===== src/rtl/xm_elastic_stage_pkg.sv =====
// Shared definitions for the Execute->Memory elastic boundary.
//   XM_entry    : one in-flight X/M record (ctrl, data incl. dst, src, pc_jmp)
//   xm_bubble() : all-zero entry, i.e. a NOP that writes no register
//   xm_op_e     : per-edge pointer operation, encoded as {push, pop}
package xm_elastic_stage_pkg;

   localparam int unsigned XM_DEPTH_DEFAULT = 2;
   localparam int unsigned XM_CTRL_W        = 8;
   localparam int unsigned XM_DATA_W        = 97;
   localparam int unsigned XM_ADDR_W        = 5;
   localparam int unsigned XM_PC_W          = 16;

   typedef logic [XM_CTRL_W-1:0] XM_ctrl;
   typedef logic [XM_ADDR_W-1:0] RegAddr;
   typedef logic [XM_PC_W-1:0]   ProgramCounter;

   typedef struct packed {
      logic [XM_DATA_W-1:0] payload;
      RegAddr               dst;
   } M_data;

   typedef struct packed {
      XM_ctrl        ctrl;
      M_data         data;
      RegAddr        src;
      ProgramCounter pc_jmp;
   } XM_entry;

   typedef enum logic [1:0] {
      XM_OP_IDLE = 2'b00,
      XM_OP_POP  = 2'b01,
      XM_OP_PUSH = 2'b10,
      XM_OP_BOTH = 2'b11
   } xm_op_e;

   function automatic XM_entry xm_bubble();
      return '0;
   endfunction

endpackage


===== src/rtl/xm_elastic_stage_ptr_ctrl.sv =====
// Pointer/occupancy control for the X/M circular buffer.
//   clk, rst (async, active-low), flush (synchronous squash)
//   in_valid/in_ready   : producer handshake, push = in_valid & in_ready & !flush
//   out_valid/out_ready : consumer handshake, pop  = out_valid & out_ready & !flush
//   push                : write strobe for the payload array at wr_ptr
//   wr_ptr, rd_ptr      : slot indices, wrapping at DEPTH-1 (any DEPTH >= 1)
//   count               : entries held, 0..DEPTH
module elastic_ptr_ctrl
   import xm_elastic_stage_pkg::*;
#(
   parameter  int unsigned DEPTH = XM_DEPTH_DEFAULT,
   localparam int unsigned PTR_W = (DEPTH > 1) ? $clog2(DEPTH) : 1,
   localparam int unsigned CNT_W = $clog2(DEPTH + 1)
) (
   input  logic             clk,
   input  logic             rst,
   input  logic             flush,
   input  logic             in_valid,
   input  logic             out_ready,
   output logic             in_ready,
   output logic             out_valid,
   output logic             push,
   output logic [PTR_W-1:0] wr_ptr,
   output logic [PTR_W-1:0] rd_ptr,
   output logic [CNT_W-1:0] count
);

   logic   pop;
   xm_op_e op;

   // Explicit wrap compare so non-power-of-two depths work.
   function automatic logic [PTR_W-1:0] ptr_inc(input logic [PTR_W-1:0] p);
      return (p == PTR_W'(DEPTH - 1)) ? '0 : p + PTR_W'(1);
   endfunction

   // Handshake flags depend only on registered count: no out_ready->in_ready path.
   always_comb begin
      in_ready  = (count != CNT_W'(DEPTH));
      out_valid = (count != '0);
      push      = in_valid & in_ready & ~flush;
      pop       = out_valid & out_ready & ~flush;
      op        = xm_op_e'({push, pop});
   end

   always_ff @(posedge clk or negedge rst) begin
      if (!rst) begin
         wr_ptr <= '0;
         rd_ptr <= '0;
         count  <= '0;
      end else if (flush) begin
         count  <= '0;
         rd_ptr <= wr_ptr;
      end else begin
         unique case (op)
            XM_OP_PUSH: begin
               wr_ptr <= ptr_inc(wr_ptr);
               count  <= count + CNT_W'(1);
            end
            XM_OP_POP: begin
               rd_ptr <= ptr_inc(rd_ptr);
               count  <= count - CNT_W'(1);
            end
            XM_OP_BOTH: begin
               wr_ptr <= ptr_inc(wr_ptr);
               rd_ptr <= ptr_inc(rd_ptr);
            end
            default: ;
         endcase
      end
   end

   a_no_push_full: assert property (@(posedge clk) disable iff (!rst)
      !(push && (count == CNT_W'(DEPTH))));

   a_no_pop_empty: assert property (@(posedge clk) disable iff (!rst)
      !(pop && (count == '0)));

   a_count_ptrs: assert property (@(posedge clk) disable iff (!rst)
      (int'(count) == ((int'(wr_ptr) + int'(DEPTH) - int'(rd_ptr)) % int'(DEPTH))) ||
      ((int'(count) == int'(DEPTH)) && (wr_ptr == rd_ptr)));

endmodule


===== src/rtl/xm_elastic_stage.sv =====
// Execute->Memory pipeline boundary holding up to DEPTH X/M entries.
//   clk, rst (async, active-low), flush (squash held entries and current input)
//   in_valid/in_ready, in_ctrl/in_data/in_dst/in_src/in_pc_jmp : X side
//   out_valid/out_ready, out_ctrl/out_data/out_dst/out_src/out_pc_jmp : M side
//   count : entries held
// Empty slots present a bubble: out_ctrl, out_dst, out_src are 0 when !out_valid.
module xm_elastic_stage
   import xm_elastic_stage_pkg::*;
#(
   parameter  int unsigned DEPTH  = XM_DEPTH_DEFAULT,
   parameter  int unsigned CTRL_W = XM_CTRL_W,
   parameter  int unsigned DATA_W = XM_DATA_W,
   parameter  int unsigned ADDR_W = XM_ADDR_W,
   parameter  int unsigned PC_W   = XM_PC_W,
   localparam int unsigned PTR_W  = (DEPTH > 1) ? $clog2(DEPTH) : 1,
   localparam int unsigned CNT_W  = $clog2(DEPTH + 1)
) (
   input  logic              clk,
   input  logic              rst,
   input  logic              flush,
   input  logic              in_valid,
   output logic              in_ready,
   input  logic [CTRL_W-1:0] in_ctrl,
   input  logic [DATA_W-1:0] in_data,
   input  logic [ADDR_W-1:0] in_dst,
   input  logic [ADDR_W-1:0] in_src,
   input  logic [PC_W-1:0]   in_pc_jmp,
   output logic              out_valid,
   input  logic              out_ready,
   output logic [CTRL_W-1:0] out_ctrl,
   output logic [DATA_W-1:0] out_data,
   output logic [ADDR_W-1:0] out_dst,
   output logic [ADDR_W-1:0] out_src,
   output logic [PC_W-1:0]   out_pc_jmp,
   output logic [CNT_W-1:0]  count
);

   // Same field order as XM_entry, but sized by this instance's parameters.
   typedef struct packed {
      logic [CTRL_W-1:0] ctrl;
      logic [DATA_W-1:0] data;
      logic [ADDR_W-1:0] dst;
      logic [ADDR_W-1:0] src;
      logic [PC_W-1:0]   pc_jmp;
   } entry_t;

   entry_t           mem [DEPTH];
   entry_t           wr_entry;
   entry_t           head;
   logic             push;
   logic [PTR_W-1:0] wr_ptr;
   logic [PTR_W-1:0] rd_ptr;

   elastic_ptr_ctrl #(.DEPTH(DEPTH)) u_ptr (
      .clk       (clk),
      .rst       (rst),
      .flush     (flush),
      .in_valid  (in_valid),
      .out_ready (out_ready),
      .in_ready  (in_ready),
      .out_valid (out_valid),
      .push      (push),
      .wr_ptr    (wr_ptr),
      .rd_ptr    (rd_ptr),
      .count     (count)
   );

   always_comb begin
      wr_entry        = '0;
      wr_entry.ctrl   = in_ctrl;
      wr_entry.data   = in_data;
      wr_entry.dst    = in_dst;
      wr_entry.src    = in_src;
      wr_entry.pc_jmp = in_pc_jmp;
   end

   // Payload is deliberately not reset; validity is tracked by count alone.
   always_ff @(posedge clk) begin
      if (push) begin
         mem[wr_ptr] <= wr_entry;
      end
   end

   always_comb begin
      head       = mem[rd_ptr];
      out_ctrl   = out_valid ? head.ctrl : '0;
      out_dst    = out_valid ? head.dst  : '0;
      out_src    = out_valid ? head.src  : '0;
      out_data   = head.data;
      out_pc_jmp = head.pc_jmp;
   end

endmodule


===== config.mk =====
export PLATFORM = sky130hd
export DESIGN_NAME = xm_elastic_stage
export DESIGN_NICKNAME = d
export VERILOG_FILES = /design/src/rtl/xm_elastic_stage_pkg.sv /design/src/rtl/xm_elastic_stage_ptr_ctrl.sv /design/src/rtl/xm_elastic_stage.sv
export SDC_FILE = /design/constraint.sdc
export NUM_CORES = 1
export LEC_CHECK = 0
export ABC_AREA = 1
export BUFFER_PORTS_ARGS = -buffer_cell sky130_fd_sc_hd__buf_4
export CAP_MARGIN = 25
export CORE_AREA = 4 4 139 141
export CTS_CLUSTER_DIAMETER = 100
export CTS_CLUSTER_SIZE = 14
export DETAILED_ROUTE_END_ITERATION = 8
export DIE_AREA = 0 0 143 145
export PLACE_DENSITY = 0.82
export SKIP_LAST_GASP = 1
export SYNTH_ARGS = -nofsm -noshare
export SYNTH_HDL_FRONTEND = slang
export SYNTH_SLANG_ARGS = --single-unit

===== constraint.sdc =====
create_clock -name clk -period 15.8 [get_ports clk]
set_clock_uncertainty 0.05 [all_clocks]
set_input_delay 1.58 -clock clk [delete_from_list [all_inputs] [get_ports clk]]
set_output_delay 1.58 -clock clk [all_outputs]
set_load 0.02 [all_outputs]

==> out/qor.csv, run 1 <==
metric,value,unit
outcome,"finished, final reports clean",
number of port buffers,270,
Cell Rows,49,
Total GRT Usage,0.194,
Layout Cells excl Fill,1229,
hold path cells,2,
number of synthesized register bits,266,
# fillers,1182,
WS Path Type,reg -> out,
DPL Wire Length,13.6,mm
"Seq/Total Area, Yosys",0.815,
"Max FO, Critical Path",68,
Worst R2R Setup Slack,12.76,ns
routed via count,6142,
worst-skew pair later-pin latency,0.49,ns
root buffer cell,clkbuf_16,
leak pwr,5.29,nW
maxcap violations,0,
Worst setup EP type,output port,
H-tree levels,1,
WHS Endpoint,u_ptr.rd_ptr,
"Reg clk slew, reported paths",0.06,ns
f_max,0.215,GHz
worst r2r src,u_ptr.count[0],
post-cts resize count,0,
Pwr Total,1.98,mW
post-route ant nets,0,
clock buffer depth,3,
Max-slew headroom,0.386,
post-synthesis mux area share,0,
initial core utilization,0.544,
CTS sink count,266,
ANT cells,0,
die area,0.0207,sq mm
"wirelength, routed",20.8,mm
Required @ worst endpoint,14.17,ns
Worst EP arrival,3.01,ns
CTS Buf Count,22,
GRT overflow,0,
Compound-Gate Fraction of Synth Area,0.0113,
RSZ-0062 raised after global routing,no,
CP startpoint kind,flop,
Nets,1129,
Synth Cell Area,0.00977,sq mm
post-synth cell types,17,
RePlAce Congestion,0.864,
first-pass GRT wire length,31.6,mm
capturing point of the worst reg2reg path,mem[1][21],
largest net degree at the start of global routing,86,
Register Area,0.00797,sq mm
"Period Utilization, post-route",0.294,
Area growth syn-to-layout,29.1,%
setup TNS,0,ns
Die X,143,microns
vias in the first global route,6237,
Routed wire per std cell,16.9,microns
Die Ht,145,microns
max-slew violations,0,
final hold viol count,0,
yosys warns,0,
Syn Nets,859,
post-CTS setup buffers,0,
CTS hold repair buffers,0,
I/O pins,271,
Tmin final,4.64,ns
drt pass-1 iters,5,
layout cell share with drive strength beyond 1,0.309,
Synth Instances,723,
Post-Place Cells,1198,
Initial DRC Count,415,
multi-input logic area,0.00165,sq mm
Max VDD drop,0.103,mV
Worst Reg-to-Reg Cells,6,
Placeable Area,0.0180,sq mm
largest family of logic cells by synthesized area,simple AND/OR/NAND/NOR gates,
endpoints failing setup,0,
Worst Max-Slew Pin Slew,0.921,ns
XOR/XNOR share of the synthesized area,0.000896,
syn avg cell area,13.5,sq um
CTS tree,done,
crit path from,u_ptr.rd_ptr,
simple-gate portion of the synthesized area,0.155,
worst hold slack,0.571,ns
worst hold path class,reg -> reg,
Synth Area in Adders,0,
DR vias/cell,5.00,
hold path start,u_ptr.wr_ptr,
Power Dens Cells,157,mW/mm^2
initial antenna violation count,0,
DRC viols,0,
## report_power, final
| group | internal, mW | switching, mW | leakage, nW |
|---|---|---|---|
| logic | 0.214 | 0.393 | 2.54 |
| clock network | 0.263 | 0.214 | 0.293 |
| registers | 0.863 | 0.0324 | 2.45 |
## layout by cell type, fill, tap and decap left out, types with 3 or more instances in the layout
cell       instances
clkbuf_1           8
nand2_1          384
clkbuf_16         23
a21oi_1           20
inv_1              4
nor2_4             3
buf_4            276
dfrtp_1            3
nand3_1            4
edfxtp_1         262
## cells by family after synthesis
kind of cell / Yosys count
AO/OA/AOI/OAI: 22
flip-flops: 266
XOR/XNOR: 1
AND/OR/NAND/NOR: 397
buffers and inverters: 37
## per-stage QoR
stage | setup slack [ns] | util | cell area [sq um]
after global routing | 10.91 | 0.702 | 12600
after global placement | 11.61 | 0.668 | 12000
final | 11.16 | 0.702 | 12600
after CTS | 11.16 | 0.702 | 12600
after detailed placement | 11.59 | 0.668 | 12000
after floorplan | 7.81 | - | 9770
## state kept, by name (all words and copies together), names as in the netlist
| signal | flops |
|---|---|
| u_ptr.wr_ptr | 1 |
| mem | 262 |
| u_ptr.rd_ptr | 1 |
| u_ptr.count | 2 |
## worst max path at each step
stage | endpoint | slack, ns | depth (start not counted)
finish | out_ctrl[6] | 11.16 | 5
global route | out_ctrl[3] | 10.91 | 5
CTS | out_src[4] | 11.16 | 5
detailed placement | mem[1][0] | 11.59 | 7
global placement | mem[1][2] | 11.61 | 7
floorplan | mem[0][0] | 7.81 | 4
## synthesized netlist by cell type (all sizes together)
cell type,instances,area [sq um]
nand2,386,1450
nand3,4,20.0
a21oi,20,100
inv,7,26.3
dfrtp,4,100
clkbuf,6,22.5
edfxtp,262,7870
xor2,1,8.76
nand4,1,6.26
buf,24,123
o21ai,2,10.0
nor2,6,32.5
## layout make-up
| class | instances | share of cell area |
|---|---|---|
| sequential | 266 | 0.632 |
| timing repair buffer | 276 | 0.164 |
| multi-input combinational | 420 | 0.131 |
| clock buffer | 31 | 0.0480 |
| tap | 229 | 0.0227 |
| inverter | 7 | 0.00228 |
## worst max-delay path, stage by stage (launching register included)
cell and delay [ns]:
dfrtp_4 0.70, inv_4 0.60, buf_4 0.68, nand2_1 0.11
a21oi_1 0.18, buf_4 0.17
## metal layers
layer,routed length (microns),track usage,vias to the layer above
met1,7350,0.230,2856
met4,570,0.0613,0
met2,10900,0.347,262
met3,1930,0.0471,43
met5,0,0,-
li1,-,-,2981
(Power assumes the default switching activity.)
==> run 2, diff against run 1 <==
CORE_AREA = 4 4 150 152   (was 4 4 139 141)
DIE_AREA = 0 0 154 156   (was 0 0 143 145)
PLACE_DENSITY = 0.75   (was 0.82)
clock period = 3.9 ns   (was 15.8 ns; I/O delays follow)
==> out/qor.csv, run 2 (synthesized netlist as in run 1, its figures left out) <==
metric,value,unit
layout cell share with drive strength beyond 1,0.308,
setup TNS,0,ns
post-CTS setup buffers,0,
Worst EP arrival,2.67,ns
Worst setup EP type,output port,
"Max FO, Critical Path",82,
sw power,2.63,mW
Top Registers,"mem x262, u_ptr.count x2",
worst hold slack,0.0257,ns
DR vias/cell,4.83,
Placed Area,0.0121,sq mm
met1 Use GR,0.201,
Worst R2R Setup Slack,1.61,ns
Area growth syn-to-layout,30.7,%
combinational power share,0.308,
RePlAce Congestion,0.817,
most frequent cells in the layout,"nand2_1, buf_4, edfxtp_1",
CTS sink count,266,
CP bufs+invs,2,
Power Dens Cells,633,mW/mm^2
maxcap violations,0,
vias in the first global route,6199,
hold path start,in_pc_jmp[6],
cell depth of the worst setup path,4,
DRC viols,0,
CTS tree,done,
Tmin final,3.11,ns
final hold viol count,0,
Routed wire per std cell,17.0,microns
met2 usage,0.296,
largest net degree at the start of global routing,89,
Crit path largest cell delay,0.81,ns
Nets,1138,
RSZ-0062 raised after global routing,no,
leak pwr,5.33,nW
root buffer cell,clkbuf_16,
worst r2r src,u_ptr.count[0],
Max-slew headroom,0.352,
CP startpoint kind,flop,
Sw Ratio,0.325,
Setup crit end,out_data[47],
post-route cell area,0.0128,sq mm
DPL Wire Length,14.1,mm
capturing point of the worst reg2reg path,mem[1][49],
first-pass GRT wire length,32.4,mm
f_max,0.321,GHz
worst-skew pair later-pin latency,0.49,ns
Required @ worst endpoint,3.46,ns
CP cell instances,buf_4 > nand2_1 > nand2_1 > buf_4,
endpoints failing setup,0,
routed via count,6210,
I/O pins,271,
Die Ht,156,microns
drt pass-1 iters,4,
"Most Used Layer, Global Route",met2,
"wirelength, routed",21.8,mm
WS Path Type,reg -> out,
# fillers,1590,
worst hold path class,in -> reg,
clock buffer depth,3,
crit path from,u_ptr.rd_ptr,
Top reg by flops,mem,
slowest cell on the critical path,dfrtp_4,
ANT cells,0,
Max VDD drop,0.395,mV
initial core utilization,0.465,
H-tree levels,1,
internal power,5.45,mW
Worst Reg-to-Reg Cells,5,
"commonest non-fill, non-tap cell in the layout",nand2_1,
clock share of power,0.242,
Cell Rows,53,
max reg flops,262,
"Reg clk slew, reported paths",0.06,ns
post-cts resize count,0,
initial antenna violation count,0,
max-slew violations,0,
GRT overflow,0,
number of port buffers,270,
post-route ant nets,0,
"delay-heaviest family, CP",buffers and inverters,
"Period Utilization, post-route",0.798,
Sequential Power Share,0.449,
Worst Max-Slew Pin Slew,0.971,ns
outcome,"finished, final reports clean",
Placeable Area,0.0210,sq mm
CTS Buf Count,22,
met3 Resource Use GR,0.0510,
Initial DRC Count,387,
Total GRT Usage,0.170,
die area,0.0240,sq mm
Die X,154,microns
==> run 2: area by class of cell <==
class | instances | area, sq um | share of cell area
sequential | 266 | 7970 | 0.624
timing repair buffer | 285 | 2170 | 0.170
multi-input combinational | 420 | 1650 | 0.129
clock buffer | 32 | 609 | 0.0477
tap | 275 | 344 | 0.0269
inverter | 7 | 28.8 | 0.00225
==> run 2: worst min path at each step <==
stage          slack (ns)             end  cells after the start
2_1_floorplan        0.04  u_ptr.count[0]                      0
3_3_place_gp         0.14    u_ptr.rd_ptr                      1
3_5_place_dp         0.14    u_ptr.rd_ptr                      1
4_1_cts            0.0004      mem[1][65]                      1
5_1_grt            0.0001      mem[1][64]                      1
6_report             0.03       mem[1][6]                      1
==> run 2: power groups by stage <==
stage          Sequential, mW  Clock (mW)  Combinational, mW
2_1_floorplan            3.64           0               1.44
3_3_place_gp             3.68           0               2.49
3_5_place_dp             3.69           0               2.51
4_1_cts                  3.63        2.01               2.53
5_1_grt                  3.65        2.13               2.69
6_report                 3.63        1.96               2.49
==> run 2: repair_timing <==
item,in CTS,in global routing
hold buffers,1,6
setup endpoints to repair,0,0
hold endpoints to repair,4,10
==> run 2: metrics by stage <==
step | setup WS (ns) | total power, mW | utilization | cells
global route | 0.589 | 8.48 | 0.607 | 1285
floorplan | -0.925 | 5.08 | - | 723
global placement | 1.34 | 6.17 | 0.575 | 1246
CTS | 0.778 | 8.17 | 0.605 | 1279
finish | 0.788 | 8.08 | 0.607 | 1285
detailed placement | 1.35 | 6.21 | 0.575 | 1246
==> run 2: layer usage <==
metal	vias to the layer above	routed length, microns
li1	3006	-
met1	2941	8220
met2	217	11000
met3	46	1820
met4	0	770
met5	-	0
==> run 3, diff against run 2 <==
CORE_AREA = 4 4 143 145   (was 4 4 150 152)
DIE_AREA = 0 0 147 149   (was 0 0 154 156)
PLACE_DENSITY = 0.78   (was 0.75)
clock period = 3.1 ns   (was 3.9 ns; I/O delays follow)
==> out/qor.csv, run 3 (synthesized netlist as in run 1, its figures left out) <==
metric,value,unit
initial antenna violation count,2,
WS Path Type,reg -> out,
Pwr Total,10.4,mW
number of port buffers,270,
CTS Buf Count,22,
first-pass GRT wire length,37.0,mm
worst hold slack,0.119,ns
initial core utilization,0.509,
setup TNS,0,ns
Placed Area,0.0121,sq mm
post-cts resize count,0,
drt pass-1 iters,5,
Worst EP arrival,2.37,ns
Top reg by flops,mem,
Finished Core Util,0.733,
sw power,3.39,mW
most frequent cells in the layout,"nand2_1, buf_4, edfxtp_1",
max reg flops,262,
Top Registers,"mem x262, u_ptr.count x2",
leak pwr,5.86,nW
Worst setup EP type,output port,
worst-skew pair later-pin latency,0.49,ns
die area,0.0219,sq mm
Placeable Area,0.0192,sq mm
Tmin final,2.73,ns
"Period Utilization, post-route",0.881,
routed via count,6794,
"commonest non-fill, non-tap cell in the layout",nand2_1,
CP cell instances,inv_4 > buf_4 > nand2_1 > nand2_1 > buf_4,
Max-slew headroom,0.580,
RePlAce Congestion,0.801,
Nets,1264,
DPL Wire Length,14.0,mm
Die X,147,microns
final hold viol count,0,
CP startpoint kind,flop,
"delay-heaviest family, CP",buffers and inverters,
CTS tree,done,
I/O pins,271,
Sequential Power Share,0.437,
post-route cell area,0.0141,sq mm
Total GRT Usage,0.213,
Required @ worst endpoint,2.74,ns
Crit path largest cell delay,0.62,ns
"Reg clk slew, reported paths",0.06,ns
worst hold path class,in -> async,
GRT overflow,0,
endpoints failing setup,0,
maxcap violations,0,
"wirelength, routed",24.0,mm
clock share of power,0.240,
internal power,6.97,mW
Worst Max-Slew Pin Slew,0.629,ns
Max VDD drop,0.527,mV
outcome,"finished, final reports clean",
clock buffer depth,3,
Initial DRC Count,337,
CTS sink count,266,
max-slew violations,0,
DR vias/cell,4.84,
vias in the first global route,7152,
RSZ-0062 raised after global routing,no,
DRC viols,0,
Die Ht,149,microns
Cell Rows,51,
Area growth syn-to-layout,44.0,%
post-route ant nets,0,
"Max FO, Critical Path",40,
Sw Ratio,0.327,
CP bufs+invs,3,
H-tree levels,1,
f_max,0.366,GHz
root buffer cell,clkbuf_16,
slowest cell on the critical path,dfrtp_4,
layout cell share with drive strength beyond 1,0.277,
Routed wire per std cell,17.1,microns
largest net degree at the start of global routing,94,
Power Dens Cells,737,mW/mm^2
combinational power share,0.323,
## run 3: power by group through the flow
| stage | Clock, mW | Combinational, mW | Sequential [mW] |
|---|---|---|---|
| 2_1_floorplan | 0 | 1.81 | 4.56 |
| 3_3_place_gp | 0 | 3.16 | 4.59 |
| 3_5_place_dp | 0 | 3.19 | 4.60 |
| 4_1_cts | 2.53 | 3.34 | 4.53 |
| 5_1_grt | 2.69 | 3.60 | 4.56 |
| 6_report | 2.49 | 3.35 | 4.53 |
## run 3: what timing repair did
item	CTS	global route
hold buffers	133	0
endpoints found under the hold margin	267	0
buffers inserted	0	0
## run 3: layer usage
layer  vias up  global-route usage  routed length (microns)  share of wire
met1      3221               0.252                     8740           0.36
met5         -                   0                        0              0
li1       3256                   -                        -              -
met4         0              0.0666                      730          0.030
met2       262               0.397                    13000           0.54
met3        55              0.0365                     1520          0.063
## run 3: layout make-up
type	instances	area (sq um)
diodes	2	5.00
clock buffers	32	609
fillers	1170	5140
inverters	7	28.8
multi-input cells	420	1650
flip-flops and latches	266	7970
well taps	265	332
repair buffers	411	3470
## run 3: path summary, 6_finish.rpt
kind,startpoint,to,slack [ns],depth (start not counted)
setup / recovery,u_ptr.rd_ptr,out_data[4],0.37,5
hold / removal,rst,u_ptr.rd_ptr,0.12,2
setup reg to reg,u_ptr.count[1],mem[0][37],1.06,4
hold reg to reg,u_ptr.wr_ptr,u_ptr.rd_ptr,0.53,2
max in group asynchronous,rst,u_ptr.rd_ptr,2.76,2
min in group clk,out_ready,u_ptr.rd_ptr,0.15,4
## run 3: per-stage QoR
stage                     instances  setup WS [ns]
after floorplan                 723         -0.137
after global placement         1236          0.982
after detailed placement       1236          0.934
after CTS                      1401          0.392
after global routing           1403          0.261
final                          1403          0.369
